===== src/rtl/ram_line_bridge_pkg.sv =====
// Shared definitions for the cache-line <-> main-RAM bridge: FSM encoding,
// default geometry and the line-base address helper.
package ram_line_bridge_pkg;

    localparam int DEF_ADDR_WIDTH     = 16;
    localparam int DEF_DATA_WIDTH     = 16;
    localparam int DEF_WORDS_PER_LINE = 4;
    localparam int DEF_RAM_LATENCY    = 3;
    localparam int DEF_LINE_WIDTH     = DEF_WORDS_PER_LINE * DEF_DATA_WIDTH;

    typedef enum logic [4:0] {
        ST_IDLE    = 5'b00001,
        ST_WR_WORD = 5'b00010,
        ST_RD_REQ  = 5'b00100,
        ST_RD_WAIT = 5'b01000,
        ST_DONE    = 5'b10000
    } state_t;

    // Clears the word-offset bits so word indices can be OR-ed in without carry.
    function automatic logic [31:0] line_base(input logic [31:0] addr, input int unsigned obits);
        line_base = addr & ~((32'd1 << obits) - 32'd1);
    endfunction

endpackage


===== src/rtl/ram_line_bridge_chk.sv =====
// Protocol checker for the bridge: no write pulse during a write-back drain,
// and dataReady never lasts more than one cycle.
module ram_line_bridge_chk (
    input logic clk,
    input logic reset,
    input logic wr_active,
    input logic wr_pulse,
    input logic data_ready
);

    a_no_wr_during_drain: assert property (@(posedge clk) disable iff (reset) !(wr_active && wr_pulse));

    a_ready_single_cycle: assert property (@(posedge clk) disable iff (reset) data_ready |=> !data_ready);

endmodule


===== src/rtl/ram_line_bridge_latch.sv =====
// Write-back line buffer: captures a victim line and its base address on a
// pulse and presents the word selected by index, bypassing the capture cycle.
module ram_line_latch
    import ram_line_bridge_pkg::*;
#(
    parameter int AW  = DEF_ADDR_WIDTH,
    parameter int DW  = DEF_DATA_WIDTH,
    parameter int WPL = DEF_WORDS_PER_LINE
) (
    input  logic                     clk,
    input  logic                     reset,
    input  logic                     capture,
    input  logic [AW-1:0]            addr,
    input  logic [WPL*DW-1:0]        line,
    input  logic [$clog2(WPL)-1:0]   idx,
    output logic [AW-1:0]            base,
    output logic [DW-1:0]            word
);

    localparam int OBITS = $clog2(WPL);

    logic [AW-1:0]     addr_r;
    logic [WPL*DW-1:0] line_r;
    logic [AW-1:0]     view_addr_s;
    logic [WPL*DW-1:0] view_line_s;

    // Hold the victim line until the next accepted capture.
    always_ff @(posedge clk or posedge reset) begin
        if (reset) begin
            addr_r <= {AW{1'b0}};
            line_r <= {(WPL*DW){1'b0}};
        end else if (capture) begin
            addr_r <= addr;
            line_r <= line;
        end else begin
            addr_r <= addr_r;
            line_r <= line_r;
        end
    end

    // The FSM loads word 0 in the same edge the line is captured, hence the bypass.
    always_comb begin
        if (capture) begin
            view_addr_s = addr;
            view_line_s = line;
        end else begin
            view_addr_s = addr_r;
            view_line_s = line_r;
        end
        base = AW'(line_base(32'(view_addr_s), OBITS));
        word = view_line_s[int'(idx)*DW +: DW];
    end

endmodule


===== src/rtl/ram_line_bridge.sv =====
// Main-memory side of the cache: drains latched write-back lines and
// assembles line fills word by word from a fixed-latency synchronous RAM.
module ram_line_bridge
    import ram_line_bridge_pkg::*;
#(
    parameter int ADDR_WIDTH     = DEF_ADDR_WIDTH,
    parameter int DATA_WIDTH     = DEF_DATA_WIDTH,
    parameter int WORDS_PER_LINE = DEF_WORDS_PER_LINE,
    parameter int RAM_LATENCY    = DEF_RAM_LATENCY
) (
    input  logic                                 clk,
    input  logic                                 reset,
    input  logic                                 RAMreadEnable,
    input  logic                                 RAMwriteEnable,
    input  logic [ADDR_WIDTH-1:0]                readAddr,
    input  logic [ADDR_WIDTH-1:0]                writeAddr,
    input  logic [WORDS_PER_LINE*DATA_WIDTH-1:0] writeLine,
    output logic [WORDS_PER_LINE*DATA_WIDTH-1:0] readLine,
    output logic                                 dataReady,
    output logic                                 busy,
    output logic [ADDR_WIDTH-1:0]                memAddr,
    output logic [DATA_WIDTH-1:0]                memWData,
    output logic                                 memWE,
    output logic                                 memRE,
    input  logic [DATA_WIDTH-1:0]                memRData
);

    localparam int OBITS = $clog2(WORDS_PER_LINE);
    localparam int LBITS = $clog2(RAM_LATENCY + 1);
    localparam int LW    = WORDS_PER_LINE * DATA_WIDTH;

    localparam logic [OBITS-1:0] WORD_ONE  = OBITS'(32'd1);
    localparam logic [OBITS-1:0] WORD_LAST = OBITS'(WORDS_PER_LINE - 1);
    localparam logic [LBITS-1:0] LAT_ONE   = LBITS'(32'd1);
    localparam logic [LBITS-1:0] LAT_LAST  = LBITS'(RAM_LATENCY - 1);

    state_t                  state_r;
    logic                    pend_wr_r;
    logic                    pend_rd_r;
    logic                    rd_prev_r;
    logic [ADDR_WIDTH-1:0]   rd_base_r;
    logic [OBITS-1:0]        word_cnt_r;
    logic [LBITS-1:0]        lat_cnt_r;
    logic [LW-1:0]           read_line_r;
    logic                    data_ready_r;
    logic                    mem_we_r;
    logic                    mem_re_r;
    logic [ADDR_WIDTH-1:0]   mem_addr_r;
    logic [DATA_WIDTH-1:0]   mem_wdata_r;

    logic                    cap_wr_s;
    logic                    rd_edge_s;
    logic                    wr_pend_s;
    logic                    rd_pend_s;
    logic [ADDR_WIDTH-1:0]   rd_base_s;
    logic [OBITS-1:0]        next_cnt_s;
    logic [OBITS-1:0]        wr_idx_s;
    logic [ADDR_WIDTH-1:0]   wr_base_s;
    logic [DATA_WIDTH-1:0]   wr_word_s;

    // Request decode; the write latch is frozen while a drain is in flight.
    always_comb begin
        cap_wr_s   = RAMwriteEnable && (state_r != ST_WR_WORD);
        rd_edge_s  = RAMreadEnable && !rd_prev_r;
        wr_pend_s  = pend_wr_r || cap_wr_s;
        rd_pend_s  = pend_rd_r || rd_edge_s;
        next_cnt_s = word_cnt_r + WORD_ONE;
        if (pend_rd_r) begin
            rd_base_s = rd_base_r;
        end else begin
            rd_base_s = ADDR_WIDTH'(line_base(32'(readAddr), OBITS));
        end
        if (state_r == ST_WR_WORD) begin
            wr_idx_s = next_cnt_s;
        end else begin
            wr_idx_s = {OBITS{1'b0}};
        end
    end

    ram_line_latch #(
        .AW  (ADDR_WIDTH),
        .DW  (DATA_WIDTH),
        .WPL (WORDS_PER_LINE)
    ) u_latch (
        .clk     (clk),
        .reset   (reset),
        .capture (cap_wr_s),
        .addr    (writeAddr),
        .line    (writeLine),
        .idx     (wr_idx_s),
        .base    (wr_base_s),
        .word    (wr_word_s)
    );

    // Transfer FSM; RAM strobes are loaded together with the state they belong to.
    always_ff @(posedge clk or posedge reset) begin
        if (reset) begin
            state_r      <= ST_IDLE;
            pend_wr_r    <= 1'b0;
            pend_rd_r    <= 1'b0;
            rd_prev_r    <= 1'b0;
            rd_base_r    <= {ADDR_WIDTH{1'b0}};
            word_cnt_r   <= {OBITS{1'b0}};
            lat_cnt_r    <= {LBITS{1'b0}};
            read_line_r  <= {LW{1'b0}};
            data_ready_r <= 1'b0;
            mem_we_r     <= 1'b0;
            mem_re_r     <= 1'b0;
            mem_addr_r   <= {ADDR_WIDTH{1'b0}};
            mem_wdata_r  <= {DATA_WIDTH{1'b0}};
        end else begin
            rd_prev_r <= RAMreadEnable;
            if (cap_wr_s) begin
                pend_wr_r <= 1'b1;
            end
            if (rd_edge_s && !pend_rd_r) begin
                pend_rd_r <= 1'b1;
                rd_base_r <= rd_base_s;
            end
            case (state_r)
                ST_IDLE: begin
                    if (wr_pend_s) begin
                        state_r     <= ST_WR_WORD;
                        word_cnt_r  <= {OBITS{1'b0}};
                        mem_we_r    <= 1'b1;
                        mem_addr_r  <= wr_base_s | ADDR_WIDTH'(wr_idx_s);
                        mem_wdata_r <= wr_word_s;
                    end else if (rd_pend_s) begin
                        state_r    <= ST_RD_REQ;
                        word_cnt_r <= {OBITS{1'b0}};
                        mem_re_r   <= 1'b1;
                        mem_addr_r <= rd_base_s;
                    end else begin
                        state_r <= ST_IDLE;
                    end
                end
                ST_WR_WORD: begin
                    if (word_cnt_r == WORD_LAST) begin
                        pend_wr_r <= 1'b0;
                        mem_we_r  <= 1'b0;
                        if (rd_pend_s) begin
                            state_r    <= ST_RD_REQ;
                            word_cnt_r <= {OBITS{1'b0}};
                            mem_re_r   <= 1'b1;
                            mem_addr_r <= rd_base_s;
                        end else begin
                            state_r <= ST_IDLE;
                        end
                    end else begin
                        word_cnt_r  <= next_cnt_s;
                        mem_addr_r  <= wr_base_s | ADDR_WIDTH'(wr_idx_s);
                        mem_wdata_r <= wr_word_s;
                    end
                end
                ST_RD_REQ: begin
                    mem_re_r  <= 1'b0;
                    lat_cnt_r <= {LBITS{1'b0}};
                    state_r   <= ST_RD_WAIT;
                end
                ST_RD_WAIT: begin
                    if (lat_cnt_r == LAT_LAST) begin
                        read_line_r[int'(word_cnt_r)*DATA_WIDTH +: DATA_WIDTH] <= memRData;
                        if (word_cnt_r == WORD_LAST) begin
                            state_r      <= ST_DONE;
                            data_ready_r <= 1'b1;
                        end else begin
                            word_cnt_r <= next_cnt_s;
                            mem_re_r   <= 1'b1;
                            mem_addr_r <= rd_base_r | ADDR_WIDTH'(next_cnt_s);
                            state_r    <= ST_RD_REQ;
                        end
                    end else begin
                        lat_cnt_r <= lat_cnt_r + LAT_ONE;
                    end
                end
                ST_DONE: begin
                    data_ready_r <= 1'b0;
                    pend_rd_r    <= 1'b0;
                    state_r      <= ST_IDLE;
                end
                default: begin
                    state_r      <= ST_IDLE;
                    mem_we_r     <= 1'b0;
                    mem_re_r     <= 1'b0;
                    data_ready_r <= 1'b0;
                end
            endcase
        end
    end

    ram_line_bridge_chk u_chk (
        .clk        (clk),
        .reset      (reset),
        .wr_active  (state_r == ST_WR_WORD),
        .wr_pulse   (RAMwriteEnable),
        .data_ready (data_ready_r)
    );

    assign readLine  = read_line_r;
    assign dataReady = data_ready_r;
    assign busy      = (state_r != ST_IDLE) || pend_wr_r;
    assign memAddr   = mem_addr_r;
    assign memWData  = mem_wdata_r;
    assign memWE     = mem_we_r;
    assign memRE     = mem_re_r;

endmodule


===== config.mk =====
export PLATFORM = sky130hd
export DESIGN_NAME = ram_line_bridge
export DESIGN_NICKNAME = d
export VERILOG_FILES = /design/src/rtl/ram_line_bridge_pkg.sv /design/src/rtl/ram_line_bridge_chk.sv /design/src/rtl/ram_line_bridge_latch.sv /design/src/rtl/ram_line_bridge.sv
export SDC_FILE = /design/constraint.sdc
export NUM_CORES = 1
export LEC_CHECK = 0
export CORE_MARGIN = 2
export CORE_UTILIZATION = 35
export CTS_BUF_LIST = sky130_fd_sc_hd__clkbuf_8
export DETAILED_ROUTE_END_ITERATION = 7
export HOLD_SLACK_MARGIN = 0.08
export PLACE_DENSITY = 0.65
export SYNTH_ARGS = -nofsm -noshare
export SYNTH_HDL_FRONTEND = slang
export SYNTH_SLANG_ARGS = --single-unit
export TNS_END_PERCENT = 20

===== constraint.sdc =====
create_clock -name clk -period 8.3 [get_ports clk]
set_clock_uncertainty 0.1 [all_clocks]
set_input_delay 0.83 -clock clk [delete_from_list [all_inputs] [get_ports clk]]
set_output_delay 0.83 -clock clk [all_outputs]
set_load 0.05 [all_outputs]

==> impl_metrics.yaml, run 1 <==
run_status:
  status: "completed"
critical_path:
  path_delay_family: "simple AND/OR/NAND/NOR gates"
  start_kind: "flop"
  path_class: "reg -> reg"
  critical_path_required_ps: 8610
  crit_fanout: 91
  critical_path_arrival_ps: 3800
  cp-end-kind: "flop"
  path_buf_inv: 1
  slowest_stage: "nor3_2"
  max_stage_delay_ps: 810
  worstPathCellList: "nor3_2 > a21bo_4 > buf_4 > mux2i_1 > o21ai_0 > a221o_1"
floorplanning:
  die_x_um: 169
  die_h_um: 169
  initial_core_util_pct: 35.4
  rows: 60
  core_sq_um: 26800
  die_area_sq_um: 28400
  io_pins: 216
global_route:
  grt_pass1_vias: 7973
  grt_pass1_wl_um: 43900
  antenna_found_initial: 0
  grt_max_degree: 129
  grtUsageTotal_pct: 19.3
  grt-ovfl-total: 0
power_and_ir_drop:
  irDropWorstVdd_mv: 0.217
  p_leak_nw: 5.69
  p_total_w: 0.00418
  p_per_area_nw_per_um2: 331
place:
  place.gp.congestion: 0.821
  dpl.hpwl_um: 17800
  numPortBuffers: 211
  dpl_cell_area_sq_um: 11800
synthesis:
  avgSynthCellArea_sq_um: 9.30
  synth_cell_type_count: 70
  synth_fa_ha_area_share_pct: 0.923
  seq_area_frac_synth_pct: 54.1
  synth_nets: 1143
  muxShareOfSynthArea_pct: 5.25
  synth-simple-area-share_pct: 20.8
  netlist_area_sq_um: 9490
  ys_ff_latch: 205
  yosys_warnings: 0
  synth_compound_area_share_pct: 14.7
  async_flop_share_pct: 100
  ys.flop_type: "dfrtp_1"
  syn_inst: 1020
  synth-xor-area-share_pct: 0.0923
  synth-edff-count: 0
  synth_top_family_by_area: "simple AND/OR/NAND/NOR gates"
sta:
  slew_headroom_pct: 19.0
  rsz0062_at_grt: "false"
  tightest_slew_ps: 1210
  fin_setup_tns_ps: 0
  hold_viol: 0
  finalCritPeriodShare_pct: 42.1
  fin_crit_ps: 3490
  timing.fmax_mhz: 286
  hold_ws_ps: 365
  slew_viol_final: 0
  setup_viol: 0
route:
  wirelength_um: 26900
  avgViaCountPerCell: 5.03
  drt_pre_antenna_iters: 5
  drt_iter0_markers: 508
  via_count: 7953
  ant_nets: 0
  drc: 0
  drt-wirelength-per-cell_um: 17.0
clock_tree:
  cts_inserted_buffers: 39
  clock_latency_ps: 520
  clockBufferDepth: 3
  tritoncts: "built"
  post_cts_resized: 0
  path_clk_slew_ps: 60
  htreeDepth: 2
  cts_hold_buf: 0
  cts_setup_buffers: 0
  clockRootBuffer: "clkbuf_8"
  cts.sinks: 205
final_layout:
  nets: 1336
  diodes: 0
  syn_to_final_growth_pct: 33.2
  drive_above_1_share_pct: 10.0
  design_area_sq_um: 12600
job:
  cap_violations: 0
min_path:
  hold_path_class: "reg -> reg"
worst paths after layout:
path	startpoint	to	slack [ps]	cells past startpoint
worst max-delay path	state_r[4]$_DFFE_PP0P_	memAddr[14]$_DFFE_PP0P_	4810	6
worst min-delay path	u_latch.line_r[13]$_DFF_PP0_	u_latch.line_r[13]$_DFF_PP0_	360	2
worst max register to register	state_r[4]$_DFFE_PP0P_	memAddr[14]$_DFFE_PP0P_	4810	6
worst min register to register	u_latch.line_r[13]$_DFF_PP0_	u_latch.line_r[13]$_DFF_PP0_	360	2
max in group asynchronous	reset	memWData[14]$_DFFE_PP0P_	5660	3
min in group asynchronous	reset	u_latch.line_r[40]$_DFF_PP0_	760	2
area by class of cell:
cell class	count	area (sq um)
multi-input cells	729	3980
inverters	19	78.8
fillers	2561	14200
repair buffers	219	2170
well taps	341	427
clock buffers	53	729
flip-flops and latches	205	5130
clock inverters	14	119
sequential cells by signal (all words and copies together) (netlist names):
name / count
rd_prev_r: 1
readLine: 64
memAddr: 16
dataReady: 1
state_r: 5
pend_rd_r: 1
memRE: 1
u_latch.addr_r: 14
rd_base_r: 16
lat_cnt_r: 2
u_latch.line_r: 64
memWE: 1
word_cnt_r: 2
memWData: 16
pend_wr_r: 1
through the flow:
stage                     utilization (%)  setup WS, ps  cells
after CTS                            47.2          4790   1580
after floorplan                         -          1780   1020
after detailed placement             44.0          4570   1513
after global routing                 47.2          4550   1580
final                                47.2          4810   1580
after global placement               44.0          4660   1513
cell usage after synthesis, drive strengths merged (4+ instances only):
cell    instances  area share [%]
buf            34             2.0
nor2           22            0.90
nand2         380              15
clkbuf         33             1.3
a21oi          10            0.69
and3            6            0.45
o221ai         14             1.3
o311ai          5            0.54
ha              7            0.92
nand2b          5            0.33
inv            19            0.75
nand3           8            0.47
a22oi          13             1.0
mux2i          16             1.7
a221o          10             1.1
o31ai           4            0.32
nor3b           6            0.63
nor2b           6            0.40
o22ai           5            0.33
o21ai         102             5.5
mux2           30             3.6
dfrtp         204              54
a221oi          4            0.50
nor3           22             1.5
o22a           14             1.3
layer usage:
layer	share of wire [%]	GRT usage (%)
met3	5.5	3.37
met5	0	0
met4	2.1	5.88
met2	46	30.6
met1	47	27.0
report_power, final:
part | switching [W] | total, W | leakage [nW] | internal, W
Sequential | 0.000171 | 0.00143 | 2.28 | 0.00126
Combinational | 0.00108 | 0.00169 | 2.95 | 0.000610
Clock | 0.000433 | 0.00106 | 0.455 | 0.000629
Total | 0.00168 | 0.00418 | 5.69 | 0.00250
placed cells by master, fill, tap and decap left out, drive strengths merged, types with 4 or more instances in the layout:
cell           instances
nand2                380
clkdlybuf4s50        211
dfrtp                204
o21ai                102
clkbuf                53
mux2                  30
inv                   26
nor2                  22
nor3                  22
mux2i                 16
o22a                  14
o221ai                14
a22oi                 13
a221o                 10
a21oi                 10
buf                    8
nand3                  8
ha                     7
nor2b                  6
and3                   6
nor3b                  6
o22ai                  5
nand2b                 5
o311ai                 5
o31ai                  4
a221oi                 4
logic make-up (layout without fill, tap and decap cells):
logic type / count (synthesis) / after routing
AOI/OAI and AO/OA: 206 / 206
and+or+nand+nor: 469 / 469
DFF: 205 / 205
adders and majority gates: 7 / 7
xor gates and xnor gates: 1 / 1
buffers and inverters: 86 / 305
muxes: 46 / 46
worst min-delay path, cell delays in order, from the launching register on:
cell     delay (ps)
dfrtp_1         330
nand2_1          50
nand2_1          60
Note: power is estimated with default switching activity, not from simulation.
==> inputs of run 2 (changes only) <==
Settings changed: PLACE_DENSITY 0.65 to 0.67.
Clock period 8.3 ns to 3 ns, I/O delays scaled along.
==> impl_metrics.yaml, run 2 (same netlist as run 1, synthesis figures left out) <==
critical_path:
  critical_path_required_ps: 3320
  path_buf_inv: 1
  critical_path_arrival_ps: 3020
  cp-end-kind: "flop"
  start_kind: "flop"
  path_class: "reg -> reg"
  crit_fanout: 13
  slowest_stage: "dfrtp_1"
  path_delay_family: "compound AO/OA/AOI/OAI gates"
  cp.depth: 6
  max_stage_delay_ps: 500
  worstRegToRegCells: 6
  worstPathCellList: "and2b_4 > o311ai_2 > buf_4 > nor2_2 > o21ai_2 > a221o_1"
route:
  drt-wirelength-per-cell_um: 16.8
  avgViaCountPerCell: 5.06
  drc: 0
  ant_nets: 0
  drt_pre_antenna_iters: 5
  drt_iter0_markers: 716
  via_count: 8132
  wirelength_um: 27000
power_and_ir_drop:
  internal-power_w: 0.00698
  power_frac_comb_pct: 42.1
  switching_share_pct: 40.2
  pwr-share-seq_pct: 33.8
  power_frac_clock_pct: 24.1
  p_leak_nw: 5.84
  p_total_w: 0.0117
  p_per_area_nw_per_um2: 908
  irDropWorstVdd_mv: 0.663
  power.switching_w: 0.00469
floorplanning:
  die_h_um: 169
  initial_core_util_pct: 35.4
  die_x_um: 169
  rows: 60
  core_sq_um: 26800
  io_pins: 216
  die_area_sq_um: 28400
clock_tree:
  path_clk_slew_ps: 70
  clockBufferDepth: 3
  cts_inserted_buffers: 37
  cts.sinks: 205
  clockRootBuffer: "clkbuf_8"
  clock_latency_ps: 540
  htreeDepth: 2
  cts_hold_buf: 0
  tritoncts: "built"
sta:
  finalCritPeriodShare_pct: 89.9
  slew_headroom_pct: 48.8
  setup_slack_ps: 303
  setup_viol: 0
  rsz0062_at_grt: "false"
  tightest_slew_ps: 768
  hold_viol: 0
  timing.fmax_mhz: 371
  fin_crit_ps: 2700
  slew_viol_final: 0
final_layout:
  drive_above_1_share_pct: 11.6
  multi_input_area_sq_um: 3980
  nets: 1364
  final_util_pct: 48.0
  final_cell_mix: "nand2_1, clkdlybuf4s50_1, dfrtp_1"
  fin_cells: 1608
  syn_to_final_growth_pct: 35.5
  design_area_sq_um: 12900
  fillers: 2526
  final_common_cell: "nand2_1"
  regArea_sq_um: 5130
place:
  placed_cells: 1543
  dpl_cell_area_sq_um: 12100
  dpl.hpwl_um: 18800
  place_ws_ps: 358
  numPortBuffers: 211
  place.gp.congestion: 0.822
global_route:
  grtUsageTotal_pct: 18.9
  grt_pass1_vias: 7917
  grt-ovfl-total: 0
  grt_max_degree: 106
  grt_pass1_wl_um: 42900
  antenna_found_initial: 1
run_status:
  status: "completed"
min_path:
  hold_path_class: "in -> async"
job:
  cap_violations: 0
[run 2: repair_timing]
action,CTS,global route
setup endpoints to repair,0,1
buffers inserted,0,0
gates resized for setup,0,1
[run 2: routing by layer]
layer / wire length [um] / vias to the layer above / GRT usage [%]
met5: 0 / - / 0
met4: 658 / 0 / 5.62
met3: 1670 / 52 / 3.30
met2: 12500 / 287 / 30.3
met1: 12200 / 3895 / 26.3
li1: - / 3898 / -
[run 2: path summary, 6_finish.rpt]
| kind | startpoint | end | slack (ps) |
|---|---|---|---|
| max in group asynchronous | reset | lat_cnt_r[0]$_DFFE_PP0P_ | 2060 |
| setup / recovery | state_r[3]$_DFFE_PP0P_ | memAddr[7]$_DFFE_PP0P_ | 300 |
| min in group clk | writeLine[20] | u_latch.line_r[20]$_DFF_PP0_ | 190 |
| hold reg to reg | u_latch.line_r[3]$_DFF_PP0_ | u_latch.line_r[3]$_DFF_PP0_ | 370 |
| setup reg to reg | state_r[3]$_DFFE_PP0P_ | memAddr[7]$_DFFE_PP0P_ | 300 |
| hold / removal | reset | u_latch.line_r[55]$_DFF_PP0_ | 190 |
[run 2: final cells by class]
type	count	share of cell area [%]
Sequential cell	205	39.9
Antenna cell	1	0.0195
Timing Repair Buffer	249	19.0
Multi-Input combinational cell	729	31.0
Clock buffer	49	5.25
Tap cell	341	3.32
Inverter	19	0.584
Clock inverter	15	0.944
[run 2: power groups by stage]
stage | combinational (W) | clock (W) | sequential (W)
floorplan | 0.00262 | 0 | 0.00466
global placement | 0.00483 | 0 | 0.00395
detailed placement | 0.00492 | 0 | 0.00398
CTS | 0.00494 | 0.00289 | 0.00394
global route | 0.00532 | 0.00301 | 0.00403
finish | 0.00492 | 0.00281 | 0.00395
[run 2: tightest hold or removal path, delay by kind of cell]
| kind | cells | cell delay, ps |
|---|---|---|
| buf+inv | 3 | 930 |
[run 2: per-stage QoR]
step	hold WS (ps)	setup TNS (ps)
floorplan	231	-11720
global placement	353	0
detailed placement	357	0
CTS	162	0
global route	174	0
finish	187	0
==> inputs of run 3 (changes only) <==
Settings changed: CELL_PAD_IN_SITES_DETAIL_PLACEMENT set to 1, CELL_PAD_IN_SITES_GLOBAL_PLACEMENT set to 1, PLACE_DENSITY 0.67 to 0.84.
==> impl_metrics.yaml, run 3 (same netlist as run 1, synthesis figures left out) <==
route:
  avgViaCountPerCell: 5.22
  ant_nets: 0
  drt-wirelength-per-cell_um: 18.6
  wirelength_um: 29900
  drt_pre_antenna_iters: 5
  drt_iter0_markers: 589
  via_count: 8371
  drc: 0
sta:
  finalCritPeriodShare_pct: 90.1
  fin_crit_ps: 2700
  rsz0062_at_grt: "false"
  setup_viol: 0
  timing.fmax_mhz: 370
  hold_viol: 0
  slew_viol_final: 0
  slew_headroom_pct: 57.1
  tightest_slew_ps: 643
run_status:
  status: "completed"
floorplanning:
  io_pins: 216
  die_x_um: 169
  die_h_um: 169
  core_sq_um: 26800
  die_area_sq_um: 28400
  rows: 60
  initial_core_util_pct: 35.4
place:
  place.gp.congestion: 0.860
  dpl.hpwl_um: 20800
  numPortBuffers: 211
  dpl_cell_area_sq_um: 12000
clock_tree:
  clock_latency_ps: 520
  htreeDepth: 2
  cts_hold_buf: 0
  tritoncts: "built"
  clockRootBuffer: "clkbuf_8"
  cts.sinks: 205
  clockBufferDepth: 3
  cts_inserted_buffers: 38
  path_clk_slew_ps: 60
final_layout:
  drive_above_1_share_pct: 11.3
  multi_input_area_sq_um: 3990
  final_cell_mix: "nand2_1, clkdlybuf4s50_1, dfrtp_1"
  fillers: 3073
  regArea_sq_um: 5130
  syn_to_final_growth_pct: 34.3
  final_util_pct: 47.5
  nets: 1362
  design_area_sq_um: 12700
  final_common_cell: "nand2_1"
critical_path:
  start_kind: "flop"
  cp-end-kind: "flop"
  critical_path_required_ps: 3350
  startpoint: "word_cnt_r[0]$_DFFE_PP0P_"
  path_class: "reg -> reg"
  max_stage_delay_ps: 550
  crit_fanout: 12
  critical_path_arrival_ps: 3050
  slowest_stage: "or4b_4"
  worstPathCellList: "ha_1 > or4b_4 > nor3_4 > a21oi_2 > o21ai_0 > a221o_1"
  reg2reg_from: "word_cnt_r[0]$_DFFE_PP0P_"
global_route:
  grtUsageTotal_pct: 21.3
  grt_pass1_vias: 8966
  use_met3_pct: 3.09
  grtUsageMet1_pct: 28.6
  top_usage_layer: "met2"
  met2_usage_pct: 35.4
  grt_max_degree: 72
  antenna_found_initial: 1
  grt-ovfl-total: 0
  grt_pass1_wl_um: 48400
min_path:
  hold_path_class: "in -> async"
power_and_ir_drop:
  p_per_area_nw_per_um2: 899
  p_leak_nw: 5.79
  irDropWorstVdd_mv: 0.705
job:
  cap_violations: 0
[run 3: cell count changes in the layout (fill, tap and decap cells not counted), moves of 2 or more]
| cell | previous run | this run |
|---|---|---|
| clkinvlp_4 | 1 | 3 |
| clkbuf_8 | 49 | 42 |
| inv_1 | 28 | 32 |
| buf_4 | 35 | 32 |
| clkinv_2 | 0 | 4 |
[run 3: worst max-delay path: cells and delay by family, from the launching register on]
kind	cells	cell delay [ps]
compound gates	3	670
simple gates	2	1000
fa+ha+maj	1	370
flops	1	480
[run 3: layer usage]
| metal | up-vias | share of wire, % |
|---|---|---|
| met4 | 0 | 2.9 |
| met1 | 4190 | 45 |
| met3 | 60 | 4.0 |
| met2 | 229 | 48 |
| li1 | 3892 | - |
| met5 | - | 0 |
[run 3: path summary, 6_finish.rpt]
| kind | depth (start not counted) | end | slack, ps |
|---|---|---|---|
| max reg2reg | 6 | memAddr[7]$_DFFE_PP0P_ | 300 |
| max in group asynchronous | 3 | u_latch.line_r[31]$_DFF_PP0_ | 1890 |
| max | 6 | memAddr[7]$_DFFE_PP0P_ | 300 |
| min in group clk | 1 | rd_prev_r$_DFF_PP0_ | 210 |
| min reg2reg | 2 | u_latch.line_r[11]$_DFF_PP0_ | 360 |
| min | 2 | u_latch.line_r[42]$_DFF_PP0_ | 120 |
[run 3: cell type report]
cell class              count  area share [%]
clock buffers              42            4.54
well taps                 341            3.35
flip-flops and latches    205            40.3
multi-input cells         729            31.3
repair buffers            246            18.9
diodes                      1          0.0196
inverters                  19           0.589
clock inverters            22           0.952
[run 3: what timing repair did]
item,4_1_cts,5_1_grt
setup buffers,0,0
endpoints found under the setup margin,0,1
resized for setup,0,2
[run 3: stage by stage]
stage | hold WS (ps) | power [W] | instances | worst slack (ps) | TNS, ps
6_report | 115 | 0.0115 | 1605 | 297 | 0
5_1_grt | 137 | 0.0122 | 1605 | 100 | 0
3_5_place_dp | 357 | 0.00899 | 1540 | 373 | 0
4_1_cts | 106 | 0.0116 | 1604 | 47.7 | 0
2_1_floorplan | 231 | 0.00728 | 1020 | -57.5 | -11720
3_3_place_gp | 353 | 0.00879 | 1540 | 431 | 0
[run 3: where the power goes]
part	internal, W	switching, W	total [W]
clock network	0.00136	0.00117	0.00253
registers	0.00349	0.000501	0.00399
logic	0.00184	0.00310	0.00494
